## src/rtl/axis_burst_if.sv

```systemverilog
// AXI4-Stream handshake bundle used by the burst scheduler and its consumers.
interface axis_burst_if #(
    parameter int unsigned DATA_W = 32
) ();
    logic [DATA_W-1:0] tdata;
    logic              tvalid;
    logic              tlast;
    logic              tready;

    modport master (
        output tdata,
        output tvalid,
        output tlast,
        input  tready
    );

    modport slave (
        input  tdata,
        input  tvalid,
        input  tlast,
        output tready
    );
endinterface

```

## src/rtl/axis_burst_scheduler.sv

```systemverilog
// Fabric-side AXI4-Stream test source: arms on a GPIO key, pulses the AXI master start,
// then emits NUM_BURSTS counter-data bursts separated by fixed idle gaps.
module axis_burst_scheduler #(
    parameter int unsigned DATA_W      = 32,
    parameter int unsigned BURST_LEN   = 16,
    parameter int unsigned GAP_CYCLES  = 22,
    parameter int unsigned NUM_BURSTS  = 100,
    parameter int unsigned DATA_WRAP   = 128,
    parameter int unsigned START_DELAY = 128,
    parameter logic [31:0] ENABLE_KEY  = 32'hFFFF_FFFF
) (
    input  logic         clk,
    input  logic         rst_n,
    input  logic [31:0]  en_gpio,
    axis_burst_if.master m_axis,
    output logic         init_axi_txn,
    output logic         busy,
    output logic         done,
    output logic [9:0]   burst_cnt,
    output logic [3:0]   led
);

    localparam int unsigned ArmW  = (START_DELAY > 1) ? $clog2(START_DELAY) : 1;
    localparam int unsigned BeatW = (BURST_LEN > 1) ? $clog2(BURST_LEN) : 1;
    localparam int unsigned GapW  = (GAP_CYCLES > 1) ? $clog2(GAP_CYCLES) : 1;

    localparam logic [ArmW-1:0]   ArmLast     = ArmW'(START_DELAY - 1);
    localparam logic [BeatW-1:0]  BeatLast    = BeatW'(BURST_LEN - 1);
    localparam logic [GapW-1:0]   GapLast     = GapW'(GAP_CYCLES - 1);
    localparam logic [DATA_W-1:0] DataLast    = DATA_W'(DATA_WRAP - 1);
    localparam logic [9:0]        BurstTarget = 10'(NUM_BURSTS);

    typedef enum logic [2:0] {StIdle, StArm, StBurst, StGap, StDone} state_e;

    state_e              state_q, state_d;
    logic [ArmW-1:0]     arm_cnt_q, arm_cnt_d;
    logic [BeatW-1:0]    beat_cnt_q, beat_cnt_d;
    logic [GapW-1:0]     gap_cnt_q, gap_cnt_d;
    logic [9:0]          burst_cnt_q, burst_cnt_d;
    logic [DATA_W-1:0]   data_q, data_d;

    logic en;
    logic tvalid;
    logic tlast;
    logic xfer;
    logic [9:0] burst_inc;

    assign en        = (en_gpio == ENABLE_KEY);
    assign tvalid    = (state_q == StBurst);
    assign tlast     = tvalid && (beat_cnt_q == BeatLast);
    assign xfer      = tvalid && m_axis.tready;
    assign burst_inc = burst_cnt_q + 10'd1;

    always_comb begin
        state_d     = state_q;
        arm_cnt_d   = arm_cnt_q;
        beat_cnt_d  = beat_cnt_q;
        gap_cnt_d   = gap_cnt_q;
        burst_cnt_d = burst_cnt_q;
        data_d      = data_q;
        unique case (state_q)
            StIdle: begin
                if (en) begin
                    state_d     = StArm;
                    arm_cnt_d   = '0;
                    beat_cnt_d  = '0;
                    burst_cnt_d = '0;
                    data_d      = '0;
                end
            end
            StArm: begin
                arm_cnt_d = arm_cnt_q + 1'b1;
                if (!en) begin
                    state_d = StIdle;
                end else if (arm_cnt_q == ArmLast) begin
                    state_d = StBurst;
                end
            end
            StBurst: begin
                if (xfer) begin
                    data_d = (data_q == DataLast) ? '0 : data_q + 1'b1;
                    if (tlast) begin
                        beat_cnt_d  = '0;
                        burst_cnt_d = burst_inc;
                        // A dropped enable only takes effect once the burst is whole.
                        if (burst_inc == BurstTarget) begin
                            state_d = StDone;
                        end else if (!en) begin
                            state_d = StIdle;
                        end else if (GAP_CYCLES != 0) begin
                            state_d   = StGap;
                            gap_cnt_d = '0;
                        end
                    end else begin
                        beat_cnt_d = beat_cnt_q + 1'b1;
                    end
                end
            end
            StGap: begin
                gap_cnt_d = gap_cnt_q + 1'b1;
                if (!en) begin
                    state_d = StIdle;
                end else if (gap_cnt_q == GapLast) begin
                    state_d = StBurst;
                end
            end
            StDone: begin
                if (!en) begin
                    state_d = StIdle;
                end
            end
            default: state_d = StIdle;
        endcase
    end

    always_ff @(posedge clk or negedge rst_n) begin
        if (!rst_n) begin
            state_q     <= StIdle;
            arm_cnt_q   <= '0;
            beat_cnt_q  <= '0;
            gap_cnt_q   <= '0;
            burst_cnt_q <= '0;
            data_q      <= '0;
        end else begin
            state_q     <= state_d;
            arm_cnt_q   <= arm_cnt_d;
            beat_cnt_q  <= beat_cnt_d;
            gap_cnt_q   <= gap_cnt_d;
            burst_cnt_q <= burst_cnt_d;
            data_q      <= data_d;
        end
    end

    assign m_axis.tvalid = tvalid;
    assign m_axis.tlast  = tlast;
    assign m_axis.tdata  = tvalid ? data_q : '0;

    // Counters keep stale values through IDLE until the next arm; hide them meanwhile.
    assign init_axi_txn = (state_q == StArm) && en && (arm_cnt_q == ArmLast);
    assign busy         = (state_q == StArm) || (state_q == StBurst) || (state_q == StGap);
    assign done         = (state_q == StDone);
    assign burst_cnt    = (state_q == StIdle) ? 10'd0 : burst_cnt_q;
    assign led          = done ? 4'b1111 : 4'b0000;

endmodule

```

## src/flat_wrapper.sv

```systemverilog
// flat-port wrapper written by rule: the top's interface ports become plain ports
module axis_burst_scheduler_flat 
#(
    parameter int unsigned DATA_W      = 32,
    parameter int unsigned BURST_LEN   = 16,
    parameter int unsigned GAP_CYCLES  = 22,
    parameter int unsigned NUM_BURSTS  = 100,
    parameter int unsigned DATA_WRAP   = 128,
    parameter int unsigned START_DELAY = 128,
    parameter logic [31:0] ENABLE_KEY  = 32'hFFFF_FFFF
)
  (clk, rst_n, en_gpio, init_axi_txn, busy, done, burst_cnt, led, m_axis_tdata, m_axis_tvalid, m_axis_tlast, m_axis_tready);
  axis_burst_if #(.DATA_W(DATA_W)) m_axis_i ();
  input  logic clk;
  input  logic rst_n;
  input  logic [31:0] en_gpio;
  output logic init_axi_txn;
  output logic busy;
  output logic done;
  output logic [9:0] burst_cnt;
  output logic [3:0] led;
  output wire logic [$bits(m_axis_i.tdata)-1:0] m_axis_tdata;
  output wire logic [$bits(m_axis_i.tvalid)-1:0] m_axis_tvalid;
  output wire logic [$bits(m_axis_i.tlast)-1:0] m_axis_tlast;
  input wire logic [$bits(m_axis_i.tready)-1:0] m_axis_tready;
  assign m_axis_tdata = m_axis_i.tdata;
  assign m_axis_tvalid = m_axis_i.tvalid;
  assign m_axis_tlast = m_axis_i.tlast;
  assign m_axis_i.tready = m_axis_tready;
  axis_burst_scheduler #(.DATA_W(DATA_W), .BURST_LEN(BURST_LEN), .GAP_CYCLES(GAP_CYCLES), .NUM_BURSTS(NUM_BURSTS), .DATA_WRAP(DATA_WRAP), .START_DELAY(START_DELAY), .ENABLE_KEY(ENABLE_KEY)) u_core (.clk(clk), .rst_n(rst_n), .en_gpio(en_gpio), .m_axis(m_axis_i), .init_axi_txn(init_axi_txn), .busy(busy), .done(done), .burst_cnt(burst_cnt), .led(led));
endmodule
```

## config.mk

```make
export PLATFORM = sky130hd
export DESIGN_NAME = axis_burst_scheduler_flat
export DESIGN_NICKNAME = d
export VERILOG_FILES = /design/src/rtl/axis_burst_if.sv /design/src/rtl/axis_burst_scheduler.sv /design/src/flat_wrapper.sv
export SDC_FILE = /design/constraint.sdc
export NUM_CORES = 1
export LEC_CHECK = 0
export BUFFER_PORTS_ARGS = -buffer_cell sky130_fd_sc_hd__buf_2
export CORE_MARGIN = 4
export CORE_UTILIZATION = 35
export DETAILED_ROUTE_END_ITERATION = 6
export PLACE_DENSITY_LB_ADDON = 0.3
export SLEW_MARGIN = 20
export SYNTH_ARGS = -nofsm -noshare
export SYNTH_HDL_FRONTEND = slang
export SYNTH_SLANG_ARGS = --single-unit
```

## constraint.sdc

```tcl
create_clock -name clk -period 1.9 [get_ports clk]
set_input_delay 0.095 -clock clk [delete_from_list [all_inputs] [get_ports clk]]
set_output_delay 0.095 -clock clk [all_outputs]
set_load 0.005 [all_outputs]
```

==> results of run 1 <==
[repair_timing]
action,CTS,global route
hold buffers,1,0
pin swaps,3,25
buffers inserted,1,10
gates cloned,0,0
endpoints found under the hold margin,21,0
gates resized for setup,8,55
endpoints found under the setup margin,21,50
[path summary, 6_finish.rpt]
path                                          start                   end  slack [ns]  depth (start not counted)
worst max-delay path            u_core.arm_cnt_q[0]          init_axi_txn       -0.06                          6
worst min-delay path                  m_axis_tready  u_core.beat_cnt_q[1]        0.27                          3
worst max register to register    u_core.data_q[27]      u_core.data_q[7]       -0.01                          8
worst min register to register  u_core.gap_cnt_q[4]   u_core.gap_cnt_q[4]        0.48                          1
max in group asynchronous                     rst_n      u_core.data_q[5]        0.88                          3
min in group asynchronous                     rst_n  u_core.beat_cnt_q[2]        0.29                          2
[worst min-delay path, cell delays in order]
cell and delay, ns:
buf_2 0.20, a31oi_1 0.19, o2bb2ai_1 0.07
[flip-flops by register name, indices dropped and copies added (netlist names)]
name	flops
u_core.data_q	32
u_core.burst_cnt_q	10
u_core.arm_cnt_q	7
u_core.gap_cnt_q	5
u_core.beat_cnt_q	4
u_core.state_q	3
[kinds of logic after synthesis]
kind of cell | after synthesis
xor gates and xnor gates | 12
adders and majority gates | 7
AOI/OAI and AO/OA | 114
DFF | 61
muxes | 7
and+or+nand+nor | 220
buffers and inverters | 43
[power by group through the flow]
stage,Sequential (mW),Clock [mW],Combinational [mW]
global route,1.30,1.63,0.0860
floorplan,1.32,0,0.00687
detailed placement,1.32,0,0.0756
CTS,1.30,1.56,0.0773
finish,1.30,1.52,0.0748
global placement,1.32,0,0.0739
[per-layer routing]
metal | vias to the layer above | part of all wire, % | track usage [%]
li1 | 2043 | - | -
met1 | 2042 | 46 | 25.1
met2 | 132 | 47 | 29.9
met3 | 22 | 5.1 | 3.92
met4 | 0 | 1.8 | 7.04
met5 | - | 0 | 0
[area by class of cell]
class	instances	area (sq um)	share of cell area, %
multi-input cells	360	2510	44.2
flip-flops and latches	61	1530	27.0
repair buffers	173	1120	19.7
clock buffers	11	253	4.46
well taps	143	179	3.16
inverters	15	56.3	0.994
clock inverters	5	25.0	0.442
[placed cells by master (no fill, tap or decap), types with 10 or more instances in the layout]
master / n
o21ai_0: 11
nand4_1: 18
and3_1: 38
inv_1: 12
nand3_1: 31
o21ai_1: 31
nor2_1: 35
dfrtp_1: 58
buf_2: 85
a21oi_1: 16
buf_4: 82
xnor2_1: 10
nand2_1: 33
==> flow_metrics.env, run 1 <==
export IMPL_swShare_pct=21.7
export IMPL_p_per_area_nw_per_um2=512
export IMPL_globalRouteOverflowTotal=0
export IMPL_vias=4239
export IMPL_crit_chain="ha_2 -> and3_4 -> nand3_4 -> nand3b_1 -> nor4_2 -> buf_2"
export IMPL_routed_via_density=5.52
export IMPL_critical_path_max_stage_delay_ns=0.39
export IMPL_synth_common_cells="dfrtp_1 (61), and3_1 (41), nor2_1 (40)"
export IMPL_grt_pass1_vias=4069
export IMPL_netlist_area_sq_um=4070
export IMPL_cp_num_buf_inv=1
export IMPL_finalCritPeriodShare_pct=103
export IMPL_drt_iter0_drc=294
export IMPL_worst_slack_ns=-0.0604
export IMPL_cts_root_buf="clkbuf_16"
export IMPL_share_comb_of_total_power_pct=2.6
export IMPL_clk_pin_slew_ns=0.05
export IMPL_critPathTopFamily="simple AND/OR/NAND/NOR gates"
export IMPL_placementRows=39
export IMPL_cts_made_buffers=9
export IMPL_p_int_mw=2.27
export IMPL_track_usage_pct=18.8
export IMPL_placed_cell_area_sq_um=5080
export IMPL_pre_cts_ws_ns=-0.0965
export IMPL_avgSynthCellArea_sq_um=8.77
export IMPL_drc=0
export IMPL_synth_top_cell_area_share_pct=37.5
export IMPL_cp_max_fo=4
export IMPL_crit_slowest_cell="dfrtp_1"
export IMPL_die_area_sq_um=13400
export IMPL_cts_tree="done"
export IMPL_dp_cells=740
export IMPL_finalSetupViolations=3
export IMPL_synth_edff_count=0
export IMPL_clock_skew_ns=0.00520
export IMPL_grt_pass1_wl_microns=20100
export IMPL_setup_tns_ns=-0.0721
export IMPL_final_cells=768
export IMPL_nets=662
export IMPL_crit_type="flip-flop to primary output"
export IMPL_fillers=1101
export IMPL_gp_congestion=0.865
export IMPL_synthCells=464
export IMPL_hp_class="primary input to flip-flop"
export IMPL_slew_viol_final=0
export IMPL_wire_per_inst_microns=16.3
export IMPL_wl_microns=12500
export IMPL_ant_nets=0
export IMPL_drive_above_1_share_pct=39.5
export IMPL_grt_max_degree=26
export IMPL_hold_violations=0
export IMPL_switchingPower_uw=628
export IMPL_core_area_sq_um=11400
export IMPL_slew_headroom_pct=60.9
export IMPL_cts_max_level=3
export IMPL_initial_core_util_pct=35.6
export IMPL_synth_seq_area_share_pct=37.5
export IMPL_yosys_warnings=0
export IMPL_synth_xor_area_share_pct=2.58
export IMPL_numPortBuffers=85
export IMPL_setup_worst_path_start_class="flip-flop"
export IMPL_synth_top_family_by_area="simple AND/OR/NAND/NOR gates"
export IMPL_antenna_cells=0
export IMPL_fin_area_sq_um=5670
export IMPL_power_mw=2.90
export IMPL_clock_latency_ns=0.33
export IMPL_worst_slew_pin_slew_ns=0.581
export IMPL_final_core_util_pct=49.6
export IMPL_cap_violations=0
export IMPL_cts_max_path_buffers=2
export IMPL_synthAdderAreaFrac_pct=2.15
export IMPL_syn_num_nets=506
export IMPL_ios=86
export IMPL_critPathArrivalTime_ns=1.87
export IMPL_cp_end_kind="primary output"
export IMPL_leakage_nw=2.77
export IMPL_syn_to_final_growth_pct=39.2
export IMPL_rsz0062_at_grt="true"
export IMPL_synthTopCellsByArea="dfrtp_1 (38%), and3_1 (6.3%), nand3_1 (4.1%), nor2_1 (3.7%), o21ai_0 (3.6%)"
export IMPL_max_freq_ghz=0.510
export IMPL_die_w_microns=116
export IMPL_synth_seq_cells=61
export IMPL_hpwl_microns=8920
export IMPL_hold_ws_ns=0.270
export IMPL_dieHeight_microns=116
export IMPL_synth_area_leader_cell="dfrtp_1"
export IMPL_status="finished with violations"
export IMPL_synth_compound_area_share_pct=20.4
export IMPL_drt_pre_antenna_iters=5
export IMPL_period_needed_ns=1.96
export IMPL_cp_required_ns=1.80
export IMPL_synth_most_common_cell="dfrtp_1"
export IMPL_violations="negative setup slack"
export IMPL_ys_flop_type="dfrtp_1"
export IMPL_yosys_area_share_simple_pct=29.9
export IMPL_pwr_share_seq_pct=44.8
export IMPL_yosys_cell_types_count=58
export IMPL_async_flop_share_pct=100
export IMPL_ir_worst_vdd_v=0.000400
export IMPL_pwr_share_clk_pct=52.6
export IMPL_yosys_mux_area_fraction_pct=1.72
export IMPL_cts_sinks=61
export IMPL_antenna_found_initial=0
Note: power is estimated with default switching activity, not from simulation.
==> inputs of run 2 (changes only) <==
- REMOVE_ABC_BUFFERS: default -> 1
==> flow_metrics.env, run 2 (synthesis gave the netlist of run 1 again) <==
export IMPL_seq_area_sq_um=1530
export IMPL_slew_viol_final=0
export IMPL_multi_input_area_sq_um=2520
export IMPL_drt_pre_antenna_iters=4
export IMPL_drc=0
export IMPL_placementRows=39
export IMPL_fillers=1095
export IMPL_pwr_share_clk_pct=56.7
export IMPL_cts_max_path_buffers=2
export IMPL_pwr_share_seq_pct=41.0
export IMPL_clk_pin_slew_ns=0.05
export IMPL_ir_worst_vdd_v=0.000411
export IMPL_final_cells=780
export IMPL_numPortBuffers=85
export IMPL_crit_type="flip-flop to flip-flop"
export IMPL_slew_headroom_pct=56.7
export IMPL_violations="negative setup slack"
export IMPL_drt_iter0_drc=248
export IMPL_hold_violations=0
export IMPL_cp_max_fo=8
export IMPL_drive_above_1_share_pct=40.8
export IMPL_final_cell_mix="buf_4 (92), buf_2 (85), dfrtp_1 (59), and3_1 (38), nor2_1 (37)"
export IMPL_regMostFlops="u_core.data_q"
export IMPL_critPathArrivalTime_ns=2.17
export IMPL_grt_pass1_wl_microns=20300
export IMPL_globalRouteOverflowTotal=0
export IMPL_wl_microns=12900
export IMPL_max_freq_ghz=0.511
export IMPL_cts_root_buf="clkbuf_16"
export IMPL_switchingPower_uw=626
export IMPL_wire_per_inst_microns=16.5
export IMPL_antenna_found_initial=0
export IMPL_cp_required_ns=2.11
export IMPL_swShare_pct=19.7
export IMPL_setup_tns_ns=-0.135
export IMPL_gp_congestion=0.828
export IMPL_hpwl_microns=9070
export IMPL_cts_sinks=61
export IMPL_pre_cts_ws_ns=-0.0810
export IMPL_track_usage_pct=18.8
export IMPL_rsz0062_at_grt="true"
export IMPL_period_needed_ns=1.96
export IMPL_layout_commonest_cell="buf_4"
export IMPL_p_per_area_nw_per_um2=541
export IMPL_antenna_cells=0
export IMPL_worst_slack_ns=-0.0575
export IMPL_grt_pass1_vias=4181
export IMPL_clock_latency_ns=0.32
export IMPL_setup_worst_path_start_class="flip-flop"
export IMPL_share_comb_of_total_power_pct=2.3
export IMPL_dieHeight_microns=116
export IMPL_finalCritPeriodShare_pct=103
export IMPL_dp_cells=746
export IMPL_cts_max_level=3
export IMPL_reg_top3="u_core.data_q (32), u_core.burst_cnt_q (10), u_core.arm_cnt_q (7)"
export IMPL_clock_skew_ns=0.00346
export IMPL_p_int_mw=2.55
export IMPL_final_core_util_pct=51.3
export IMPL_worst_slew_pin_slew_ns=0.649
export IMPL_cp_end_kind="flip-flop"
export IMPL_status="finished with violations"
export IMPL_hp_class="primary input to flip-flop"
export IMPL_ios=86
export IMPL_largest_register_ffs=32
export IMPL_die_w_microns=116
export IMPL_ant_nets=0
export IMPL_cts_made_buffers=9
export IMPL_cap_violations=0
export IMPL_nets=674
export IMPL_cts_tree="done"
export IMPL_core_area_sq_um=11400
export IMPL_routed_via_density=5.51
export IMPL_die_area_sq_um=13400
export IMPL_syn_to_final_growth_pct=44.0
export IMPL_vias=4294
export IMPL_grt_max_degree=29
export IMPL_leakage_nw=2.85
export IMPL_finalSetupViolations=4
export IMPL_initial_core_util_pct=35.6
==> run 2: cell types whose count changed in the layout (fill, tap and decap cells not counted), sizes merged <==
cell	change
bufinv	+2
clkbuf	+2
buf	+11
clkinv	-3
==> run 2: through the flow <==
step	hold slack [ns]	instance area [sq um]	power, mW
6_report	0.280	5860	3.17
3_5_place_dp	0.154	5150	1.40
4_1_cts	0.259	5560	3.20
3_3_place_gp	0.152	5150	1.39
2_1_floorplan	-0.201	3890	1.33
5_1_grt	0.305	5860	3.27
==> run 2: timing repair <==
action,CTS,global route
hold buffers,1,0
buffers inserted,3,15
endpoints found under the setup margin,29,48
pin swaps,8,30
resized for setup,13,47
cloned,0,1
endpoints found under the hold margin,26,0
==> run 2: layer usage <==
layer / routed length, microns / up-vias / track usage, %
li1: - / 2068 / -
met1: 5620 / 2089 / 24.7
met2: 6280 / 123 / 32.0
met3: 785 / 14 / 2.77
met4: 178 / 0 / 5.65
met5: 0 / - / 0
==> run 2: power by group through the flow <==
| stage | combinational [mW] | clock, mW | sequential [mW] |
|---|---|---|---|
| finish | 0.0735 | 1.80 | 1.30 |
| global route | 0.0840 | 1.89 | 1.30 |
| CTS | 0.0756 | 1.82 | 1.30 |
| detailed placement | 0.0738 | 0 | 1.32 |
| global placement | 0.0721 | 0 | 1.32 |
| floorplan | 0.00441 | 0 | 1.32 |
==> run 2: critical path, stage by stage (launching register included) <==
cell and delay (ns):
dfrtp_1 0.37, buf_4 0.13, nand4_4 0.12, nor3_4 0.23
o2111ai_4 0.30, buf_4 0.25, a2111oi_4 0.22, xnor2_1 0.18
nor2_2 0.05
==> run 2: worst paths after layout <==
path	start	end	slack, ns	cells past startpoint
setup / recovery	u_core.data_q[6]	u_core.data_q[31]	-0.06	8
hold / removal	m_axis_tready	u_core.beat_cnt_q[1]	0.28	3
setup reg to reg	u_core.data_q[6]	u_core.data_q[31]	-0.06	8
hold reg to reg	u_core.gap_cnt_q[4]	u_core.gap_cnt_q[4]	0.49	1
max in group asynchronous	rst_n	u_core.data_q[2]	0.83	3
min in group asynchronous	rst_n	u_core.arm_cnt_q[3]	0.35	2
==> run 2: layout make-up <==
type,count,area share (%)
multi-input cells,360,43.1
flip-flops and latches,61,26.1
repair buffers,185,21.2
clock buffers,12,4.38
well taps,143,3.05
clock inverters,4,1.20
inverters,15,0.961
